[src/rtl/seg7_scan_driver.sv]
// Four-digit common-anode 7-segment scan driver: per-digit dead-time, 8-slice PWM
// brightness, leading-zero blanking and a per-frame snapshot of all display inputs.
module seg7_scan_driver #(
  parameter logic [15:0] DIG_CYCLES   = 16'd50000,
  parameter logic [15:0] BLANK_CYCLES = 16'd500
) (
  input  logic       CLK,
  input  logic       RESET,
  input  logic [3:0] IN0,
  input  logic [3:0] IN1,
  input  logic [3:0] IN2,
  input  logic [3:0] IN3,
  input  logic [3:0] DP_IN,
  input  logic       LZ_BLANK,
  input  logic [2:0] BRIGHT,
  output logic [3:0] SEG_SELECT_OUT,
  output logic [7:0] HEX_OUT,
  output logic       FRAME_TICK
);

  localparam logic [15:0] SLICE_CYCLES = DIG_CYCLES >> 3;

  typedef enum logic {
    BLANK = 1'b0,
    ON    = 1'b1
  } state_t;

  state_t      state;
  state_t      state_nxt;
  logic [1:0]  digit;
  logic [1:0]  digit_nxt;
  logic [15:0] cnt;
  logic [15:0] cnt_nxt;
  logic [15:0] sub;
  logic [15:0] sub_nxt;
  logic [2:0]  slice;
  logic [2:0]  slice_nxt;
  logic        fresh;
  logic        fresh_nxt;
  logic        capture;

  logic [15:0] snap_val;
  logic [3:0]  snap_dp;
  logic        snap_lz;
  logic [2:0]  snap_bright;

  logic [3:0]  nib;
  logic        lead_zero;
  logic [7:0]  pat;
  logic [3:0]  sel_nxt;
  logic [7:0]  hex_nxt;

  function automatic logic [7:0] decode(input logic [3:0] n);
    logic [7:0] p;
    case (n)
      4'h0:    p = 8'hC0;
      4'h1:    p = 8'hF9;
      4'h2:    p = 8'hA4;
      4'h3:    p = 8'hB0;
      4'h4:    p = 8'h99;
      4'h5:    p = 8'h92;
      4'h6:    p = 8'h82;
      4'h7:    p = 8'hF8;
      4'h8:    p = 8'h80;
      4'h9:    p = 8'h90;
      4'hA:    p = 8'h88;
      4'hB:    p = 8'h83;
      4'hC:    p = 8'hC6;
      4'hD:    p = 8'hA1;
      4'hE:    p = 8'h86;
      default: p = 8'h8E;
    endcase
    return p;
  endfunction

  // The first edge after reset behaves like the frame-wrap edge so the
  // opening frame also gets a snapshot and a FRAME_TICK.
  always_comb begin
    state_nxt = state;
    digit_nxt = digit;
    cnt_nxt   = cnt;
    sub_nxt   = sub;
    slice_nxt = slice;
    fresh_nxt = 1'b0;
    capture   = 1'b0;
    if (fresh) begin
      state_nxt = BLANK;
      digit_nxt = 2'd0;
      cnt_nxt   = 16'd0;
      capture   = 1'b1;
    end else begin
      case (state)
        BLANK: begin
          if (cnt == BLANK_CYCLES - 16'd1) begin
            state_nxt = ON;
            cnt_nxt   = 16'd0;
            sub_nxt   = 16'd0;
            slice_nxt = 3'd0;
          end else begin
            cnt_nxt = cnt + 16'd1;
          end
        end
        ON: begin
          if (cnt == DIG_CYCLES - 16'd1) begin
            state_nxt = BLANK;
            cnt_nxt   = 16'd0;
            digit_nxt = digit + 2'd1;
            capture   = (digit == 2'd3);
          end else begin
            cnt_nxt = cnt + 16'd1;
            if (sub == SLICE_CYCLES - 16'd1) begin
              sub_nxt   = 16'd0;
              slice_nxt = slice + 3'd1;
            end else begin
              sub_nxt = sub + 16'd1;
            end
          end
        end
        default: state_nxt = BLANK;
      endcase
    end
  end

  // Outputs are computed from the next state so the registered pins line up
  // with the state register. The snapshot only changes while entering BLANK,
  // so the current snapshot is valid for any ON cycle.
  always_comb begin
    nib = snap_val[{digit_nxt, 2'b00} +: 4];
    case (digit_nxt)
      2'd3:    lead_zero = (snap_val[15:12] == 4'd0);
      2'd2:    lead_zero = (snap_val[15:8] == 8'd0);
      2'd1:    lead_zero = (snap_val[15:4] == 12'd0);
      default: lead_zero = 1'b0;
    endcase
    pat = (snap_lz && lead_zero) ? 8'hFF : decode(nib);
    if (snap_dp[digit_nxt]) begin
      pat[7] = 1'b0;
    end
    sel_nxt = 4'hF;
    hex_nxt = 8'hFF;
    if (state_nxt == ON && slice_nxt <= snap_bright) begin
      sel_nxt = ~(4'b0001 << digit_nxt);
      hex_nxt = pat;
    end
  end

  always_ff @(posedge CLK or posedge RESET) begin
    if (RESET) begin
      state          <= BLANK;
      digit          <= 2'd0;
      cnt            <= 16'd0;
      sub            <= 16'd0;
      slice          <= 3'd0;
      fresh          <= 1'b1;
      snap_val       <= 16'd0;
      snap_dp        <= 4'd0;
      snap_lz        <= 1'b0;
      snap_bright    <= 3'd0;
      SEG_SELECT_OUT <= 4'hF;
      HEX_OUT        <= 8'hFF;
      FRAME_TICK     <= 1'b0;
    end else begin
      state          <= state_nxt;
      digit          <= digit_nxt;
      cnt            <= cnt_nxt;
      sub            <= sub_nxt;
      slice          <= slice_nxt;
      fresh          <= fresh_nxt;
      SEG_SELECT_OUT <= sel_nxt;
      HEX_OUT        <= hex_nxt;
      FRAME_TICK     <= capture;
      if (capture) begin
        snap_val    <= {IN3, IN2, IN1, IN0};
        snap_dp     <= DP_IN;
        snap_lz     <= LZ_BLANK;
        snap_bright <= BRIGHT;
      end
    end
  end

endmodule

[config.mk]
export PLATFORM = sky130hd
export DESIGN_NAME = seg7_scan_driver
export DESIGN_NICKNAME = d
export VERILOG_FILES = /design/src/rtl/seg7_scan_driver.sv
export SDC_FILE = /design/constraint.sdc
export NUM_CORES = 1
export LEC_CHECK = 0
export BUFFER_PORTS_ARGS = -buffer_cell sky130_fd_sc_hd__buf_2
export CORE_ASPECT_RATIO = 0.9
export CORE_UTILIZATION = 45
export DETAILED_ROUTE_END_ITERATION = 6
export PLACE_DENSITY_LB_ADDON = 0.2
export SYNTH_ARGS = -nofsm -noshare
export SYNTH_HDL_FRONTEND = slang
export SYNTH_SLANG_ARGS = --single-unit
[constraint.sdc]
create_clock -name CLK -period 4.06 [get_ports CLK]
set_input_delay 0.203 -clock CLK [delete_from_list [all_inputs] [get_ports CLK]]
set_output_delay 0.203 -clock CLK [all_outputs]
set_load 0.03 [all_outputs]
* After elaboration in Yosys (flattened, before gate mapping) *
Memories as Yosys holds them, arrays and structs flattened.
Cells that the tools add are included.

storage, ports and cells
  output and inout bits = 13
  bits of input ports = 26
  ROM bits = 112
  logic and storage cells = 70
  flip-flop bits (word level) = 76
  memories = 1

operators by class
  mux-type cells = 30
  bitwise gates (word level) = 3
  $add $sub $neg = 4
  eq/ne operators = 9
  shifts and indexed selects = 2
  order comparisons = 2
  reductions and logical operators = 6

memories
  name             depth  width  rd ports  clocked after memory_dff  wr ports  RTL line  text
  (no name shown)  16     7      1         0                         0         55        case (n)

operators by type and width
  cell                                                                   count
  16-bit two-way mux                                                     6
  16-bit one-hot mux with 2 select lines                                 2
  16-bit by 1-bit adder with 16-bit output (second input constant)       2
  16-bit by 13-bit == test with 1-bit output (second input constant)     1
  16-bit == test (second input constant)                                 1
  16-bit by 9-bit == test with 1-bit output (second input constant)      1
  8-bit two-way mux                                                      2
  16-bit by 5-bit variable part select with 4-bit output                 1
  12-bit logical NOT                                                     1
  3-bit two-way mux                                                      4
  8-bit logical NOT                                                      1
  1-bit two-way mux                                                      8
  2-bit == test (second input constant)                                  3
  2-bit two-way mux                                                      3
  3-bit one-hot mux with 2 select lines                                  1
  4-bit logical NOT                                                      1
  4-bit two-way mux                                                      1
  2-bit != test (second input constant)                                  2
  4-bit NOT                                                              1
  1-bit by 2-bit left shift with 4-bit output (first input constant)     1
  3-bit by 1-bit adder with 3-bit output (second input constant)         1
  3-bit less-or-equal comparator                                         1
  2-bit by 3-bit < comparator with 1-bit output (second input constant)  1
  1-bit one-hot mux with 3 select lines                                  1
  other kinds (7)                                                        9

* Depth between registers and ports, before layout *
Gate-level depths: netlist (run 1).

  depth in word-level cells = 10
  mapped depth = 17
  gate-level depth less buffers = 16

* Least setup slack after synthesis (run 1) *
Ideal clock, no wire load.

  path type = register -> register
  start point = reg cnt[10]
  end point = reg HEX_OUT[3]
  cell stages (with the launch flop) = 12
  data required time = 3.999 ns
  buffers on the path = 0
  clock period less this slack = 3.354 ns
  library setup time = 0.061 ns
  arrival = 3.293 ns
  path slack = 0.706 ns
  cell sequence = dfrtp_1 or4_4 nor4_1 mux2i_1 nor2_1 o21ai_0 inv_1 ha_1 inv_1 mux2i_1 mux2_2 nand2_1

between the ends
  longest elaborated chain between the ends = 9
  elaborated cells on any way between the ends = 24
  those cells by class = order compare: 1; eq/ne: 5; shift: 1; mux: 14; reduce/logical: 2; memory: 1

ends and longest elaborated chain
  element                                                                    RTL line  text
  from (decl)                                                                32        logic [15:0] cnt;
  from (signal assigned)                                                     165       cnt <= cnt_nxt;
  16-bit == test *                                                           104       if (cnt == DIG_CYCLES - 16'd1) begin
  2-bit two-way mux *                                                        104
  2-bit two-way mux *                                                        92        case (state)
  2-bit two-way mux *                                                        86        if (fresh) begin
  net digit_nxt[1]                                                           31        logic [1:0] digit_nxt;
  parallel branches: the longest is 3 deep, another holds memory 16 x 7 bit  -
  8-bit two-way mux *                                                        135       pat = (snap_lz && lead_zero) ? 8'hFF : decode(nib);
  8-bit two-way mux *                                                        141       if (state_nxt == ON && slice_nxt <= snap_bright) begin
  net hex_nxt[3]                                                             51        logic [7:0] hex_nxt;
  to (signal assigned)                                                       170       HEX_OUT <= hex_nxt;
  to (decl)                                                                  17        output logic [7:0] HEX_OUT,

Mark *: on every way through the listed nets, which the timed path passes.
A chain may end at the register's enable or synchronous reset.

* Final worst setup path (run 1) *
  start point = reg cnt[10]
  end point = reg HEX_OUT[3]

between the ends
  longest elaborated chain between the ends = 9
  elaborated cells on any way between the ends = 24
  those cells by class = order compare: 1; eq/ne: 5; shift: 1; mux: 14; reduce/logical: 2; memory: 1

ends and longest elaborated chain
  element                                                                    RTL line
  parallel branches: the longest is 8 deep, another holds memory 16 x 7 bit  -
  8-bit two-way mux *                                                        141
  net hex_nxt[3]                                                             51

Marks and branches as above.

==> impl_metrics.yaml, run 1 <==
floorplanning:
  num_rows: 31
  ios: 39
  die_area_um2: 9070
  core_um2: 8220
  initial_utilization: 0.476
  chipHeight_um: 90.4
  die_w_um: 100
synthesis:
  syn_avg_cell_area_um2: 10.4
  synth_area_leaders: "dfrtp_1 40%, dfstp_2 8.7%, mux2_2 8.1%"
  yosys_warnings: 0
  synth_flop_cell: "dfrtp_1"
  async_reset_ff_frac: 1.00
  synthCells: 376
  synth_top_area_cell: "dfrtp_1"
  yosysUniqueCellTypes: 49
  syn-num-nets: 417
  synth-seq-area-share: 0.491
  synth-seq-cells: 76
  synth_area_um2: 3910
  yosysTopAreaCellShare: 0.403
  synth-edff-count: 0
timing:
  relSlewSlack: 0.260
  fin_skew_ns: 0.00863
  rsz0062_at_grt: "no"
  hold_viol_final: 0
  fin_setup_tns_ns: 0
  fin_ws_ns: 0.269
  fin_crit_ns: 3.79
  setup_viol: 0
  max_freq_mhz: 264
  fin_crit_sh: 0.934
  maxSlewViolCount: 0
  worst_pin_slew_ns: 1.10
setup_path:
  critPathLaunchType: "register"
  cp_cell_sequence: "or4_4 > nor4_4 > mux2i_1 > a22o_1 > a221o_1 > inv_1 > ha_1 > inv_1 > mux2i_1 > mux2_2 > nand2_1"
  slowest_delay_ns: 0.62
  worst_setup_path_end_kind: "register"
  cp.arrival_ns: 4.08
  cp_slowest_cell: "mux2i_1"
  critical_path_required_ns: 4.35
  setup.worst_path.class: "register to register"
  critPathMaxFanout: 7
finish:
  final_common_cell: "dfrtp_1"
  finalCoreUtilization: 0.544
  final_cell_mix: "63 x dfrtp_1, 39 x nand2_1, 38 x nor2_1, 38 x buf_2, 28 x mux2_2"
  antennaDiodeCount: 0
  layout.cells.non_filler: 540
  finalNetCount: 461
  final_layout_size_suffix_gt1_frac: 0.264
  area_delta_synth_final_pct: 14.4
  nFillCells: 758
power:
  p_total_mw: 1.57
  leakage_nw: 1.97
  p_per_area_nw_per_um2: 351
  ir_worst_vdd_mv: 0.181
grt:
  antenna_found_initial: 0
  grt_overflow: 0
  grt_max_degree: 54
  grt_pass1_wl_um: 12600
  grt_pass1_vias: 2658
  grt_use_total: 0.179
cts:
  numCtsBuffers: 9
  cts_tree: "done"
  cts_sinks: 76
  cts_setup_buffers: 0
  clk_pin_slew_worst_paths_ns: 0.08
  cts_hold_buf: 1
  cts_buffer_depth: 2
  clkLatencyLatePin_ns: 0.35
  post_cts_resize_count: 0
  clock-root-buffer: "clkbuf_8"
  cts_htree_levels: 3
drt:
  dr.pass1.iters: 4
  viasPerCell: 5.13
  route.detailed.drc: 0
  wire_per_inst_um: 13.6
  vias: 2768
  first_iter_violations: 85
  final_antenna_net_count: 0
  wl_um: 7350
place:
  portBuffers: 38
  dpl.cell_count: 523
  place_hpwl_um: 5250
  post-place-ws_ns: 0.358
  gp_congestion: 0.814
min_path:
  worstHoldPathType: "input port to register"
job:
  maxCapViolCount: 0
run_status:
  status: "complete, no violations"
## layout make-up
class / count / area [um2] / share of cell area
tap: 115 / 144 / 0.0322
clock buffer: 9 / 124 / 0.0277
inverter: 18 / 67.6 / 0.0151
clock inverter: 7 / 98.8 / 0.0221
timing repair buffer: 43 / 230 / 0.0515
multi-input combinational: 272 / 1890 / 0.423
sequential: 76 / 1920 / 0.429
## registers in the layout, summed over array words and instances (netlist names)
signal,flops
FRAME_TICK,1
HEX_OUT,8
SEG_SELECT_OUT,4
cnt,16
digit,2
fresh,1
slice,3
snap_bright,3
snap_dp,4
snap_lz,1
snap_val,16
state,1
sub,16
## where the power goes
part           internal [mW]  leakage (nW)  total [mW]  switching (mW)
logic                 0.0602         0.908       0.129          0.0688
clock network          0.350         0.110       0.637           0.287
registers              0.785         0.957       0.806          0.0208
## path summary, 6_finish.rpt
kind                                        start                  endpoint  slack, ns  depth (start not counted)
worst max-delay path            cnt[10]$_DFF_PP0_      HEX_OUT[3]$_DFF_PP1_       0.27                         11
worst min-delay path                       IN3[2]  snap_val[14]$_DFFE_PP0P_       0.08                          2
worst max register to register  cnt[10]$_DFF_PP0_      HEX_OUT[3]$_DFF_PP1_       0.27                         11
worst min register to register   cnt[0]$_DFF_PP0_          cnt[0]$_DFF_PP0_       0.47                          1
max in group asynchronous                   RESET        slice[0]$_DFF_PP0_       2.61                          4
min in group asynchronous                   RESET      FRAME_TICK$_DFF_PP0_       0.42                          3
## per-layer routing
layer / up-vias / wire length [um] / GRT usage
met5: - / 0 / 0
li1: 1411 / - / -
met4: 0 / 65 / 0.0519
met2: 41 / 3200 / 0.260
met3: 4 / 306 / 0.0542
met1: 1312 / 3780 / 0.256
## metrics by stage
stage | hold slack, ns | area [um2]
4_1_cts | 0.0562 | 4470
5_1_grt | 0.0510 | 4470
3_5_place_dp | 0.250 | 4240
3_3_place_gp | 0.247 | 4240
2_1_floorplan | 0.354 | 3910
6_report | 0.0784 | 4470
## cell usage after synthesis, types with 2 or more instances
cell,number
dfstp_2,13
ha_1,15
nor4_1,6
xor2_1,13
a21oi_1,11
o211ai_1,4
a22o_1,4
nand2b_1,3
nand4_1,6
clkbuf_1,10
mux2i_1,10
inv_1,18
nor2_1,38
or2_2,5
nor4b_1,2
o221ai_1,2
mux2_2,28
dfrtp_1,63
o21ai_1,3
nor3b_1,2
xnor2_1,7
nand3_1,12
and2_1,4
nor2b_1,4
o31ai_1,2
a31oi_1,2
nor3_1,3
o21ai_0,16
nand2_1,39
and3_1,10
or3_1,3
## cell families (layout without fill, tap and decap cells)
| group | count (synthesis) | in the layout | synth area share |
|---|---|---|---|
| and+or+nand+nor | 146 | 146 | 0.193 |
| buffers and inverters | 28 | 77 | 0.0269 |
| muxes | 38 | 38 | 0.106 |
| xor gates and xnor gates | 20 | 20 | 0.0448 |
| adders and majority gates | 15 | 15 | 0.0480 |
| AOI/OAI and AO/OA | 52 | 52 | 0.0893 |
| DFF | 76 | 76 | 0.491 |
| other | 1 | 1 | 0.000959 |
## critical path, delay by kind of cell (launching register included)
family / cells / cell delay, ns
buf+inv: 2 / 0.22
fa+ha+maj: 1 / 0.31
simple gates: 3 / 1.24
flops: 1 / 0.44
compound gates: 2 / 0.55
mux: 3 / 0.95
No activity file was read; power rests on OpenSTA's default activity.
==> run 2: changes to the inputs <==
--- a/config.mk
+++ b/config.mk
@@ -7,6 +7,7 @@
 export LEC_CHECK = 0
 export BUFFER_PORTS_ARGS = -buffer_cell sky130_fd_sc_hd__buf_2
 export CORE_ASPECT_RATIO = 0.9
+export CORE_MARGIN = 2
 export CORE_UTILIZATION = 45
 export DETAILED_ROUTE_END_ITERATION = 6
 export PLACE_DENSITY_LB_ADDON = 0.2
==> run 2 against run 1 <==
- count of clock-buffer cells in the layout is the same
- largest power group unchanged
- first-iteration DRC count grew 21%
- die area rose by 4.3%
- routed wire length up 3.7%
- highest routed layer unchanged
- sequential share of layout area down 0.52 points
- sequential cell count did not move
- non-clock buffer count grew 4
- core utilization is 1.1 points lower
- worst hold slack got worse by 0.011 ns
- design area is 1.2% higher
- via count up 1.8%
- power increased by 4.6%
==> impl_metrics.yaml, run 2 (same netlist as run 1, synthesis figures left out) <==
run_status:
  status: "complete, no violations"
floorplanning:
  initial_utilization: 0.461
  die_w_um: 102
  num_rows: 32
  ios: 39
  chipHeight_um: 92.4
  core_um2: 8490
  die_area_um2: 9450
timing:
  max_freq_mhz: 277
  rsz0062_at_grt: "no"
  fin_setup_tns_ns: 0
  maxSlewViolCount: 0
  worst_pin_slew_ns: 1.06
  hold_viol_final: 0
  fin_crit_ns: 3.61
  relSlewSlack: 0.289
  fin_crit_sh: 0.890
  setup_viol: 0
  fin_skew_ns: 0.0107
finish:
  largestRegisters: "cnt (16), snap_val (16), sub (16)"
  final_cell_mix: "63 x dfrtp_1, 39 x nand2_1, 38 x nor2_1, 38 x buf_2, 28 x mux2_2"
  final_layout_size_suffix_gt1_frac: 0.273
  layout.cells.non_filler: 548
  area_delta_synth_final_pct: 15.8
  antennaDiodeCount: 0
  final_common_cell: "dfrtp_1"
  finalNetCount: 465
grt:
  grt_max_degree: 52
  grt_pass1_wl_um: 13400
  grt_pass1_vias: 2804
  grt_use_total: 0.181
  antenna_found_initial: 0
  grt_overflow: 0
cts:
  clk_pin_slew_worst_paths_ns: 0.09
  cts_buffer_depth: 2
  clkLatencyLatePin_ns: 0.36
  cts_sinks: 76
  cts_hold_buf: 0
  numCtsBuffers: 9
  clock-root-buffer: "clkbuf_8"
  cts_htree_levels: 3
  post_cts_resize_count: 0
  cts_tree: "done"
  cts_setup_buffers: 0
power:
  p_per_area_nw_per_um2: 363
  leakage_nw: 2.01
  ir_worst_vdd_mv: 0.192
place:
  dpl.cell_count: 532
  portBuffers: 38
  place_hpwl_um: 5350
  gp_congestion: 0.828
drt:
  route.detailed.drc: 0
  final_antenna_net_count: 0
  first_iter_violations: 103
  dr.pass1.iters: 4
  wl_um: 7630
  viasPerCell: 5.14
  vias: 2819
  wire_per_inst_um: 13.9
setup_path:
  setup.worst_path.class: "register to register"
  critPathMaxFanout: 7
  critical_path_required_ns: 4.31
  cp.arrival_ns: 3.87
  critPathLaunchType: "register"
  worst_setup_path_end_kind: "register"
job:
  maxCapViolCount: 0
min_path:
  worstHoldPathType: "input port to register"
## run 2: routing by layer
metal / global-route usage / vias to the layer above / wire length [um]
met5: 0 / - / 0
met2: 0.264 / 61 / 3280
met1: 0.265 / 1337 / 3900
met3: 0.0438 / 13 / 317
met4: 0.0600 / 0 / 124
li1: - / 1408 / -
## run 2: area by class of cell
class | instances | area, um2
Clock buffer | 9 | 124
Clock inverter | 7 | 121
Fill cell | 799 | 3960
Inverter | 18 | 67.6
Multi-Input combinational cell | 272 | 1890
Sequential cell | 76 | 1920
Tap cell | 119 | 149
Timing Repair Buffer | 47 | 258
## run 2: through the flow
step	hold slack (ns)	util	setup slack [ns]	total power [mW]	instance area, um2
final	0.0672	0.533	0.445	1.64	4530
after global routing	0.0516	0.533	0.114	1.72	4530
after CTS	0.0397	0.533	0.410	1.67	4530
after detailed placement	0.439	0.505	0.439	0.952	4280
after global placement	0.434	0.505	0.569	0.949	4280
after floorplan	0.354	-	0.706	0.910	3910
## run 2: final timing paths
path | start | to | slack, ns | depth (start not counted)
worst min-delay path | IN3[1] | snap_val[13]$_DFFE_PP0P_ | 0.07 | 2
worst min register to register | cnt[0]$_DFF_PP0_ | cnt[0]$_DFF_PP0_ | 0.47 | 1
max in group asynchronous | RESET | SEG_SELECT_OUT[3]$_DFF_PP1_ | 2.98 | 3
worst max register to register | cnt[0]$_DFF_PP0_ | HEX_OUT[4]$_DFF_PP1_ | 0.45 | 13
min in group asynchronous | RESET | cnt[5]$_DFF_PP0_ | 0.11 | 2
worst max-delay path | cnt[0]$_DFF_PP0_ | HEX_OUT[4]$_DFF_PP1_ | 0.45 | 13
## run 2: power breakdown
group	total, mW	leakage [nW]	internal, mW	switching [mW]
logic	0.130	0.928	0.0612	0.0690
registers	0.806	0.957	0.785	0.0213
clock network	0.708	0.124	0.412	0.295
## run 2: critical path, cell delays in order (launching register included)
cell and delay [ns]:
dfrtp_1 0.37, ha_1 0.22, or4b_2 0.59, nor4_1 0.28, a21oi_1 0.14, or2_2 0.31, a22o_1 0.26, ha_1 0.29
a21o_1 0.16, a21oi_1 0.13, a31oi_1 0.05, nor2_1 0.13, o31a_1 0.36, o221ai_1 0.21
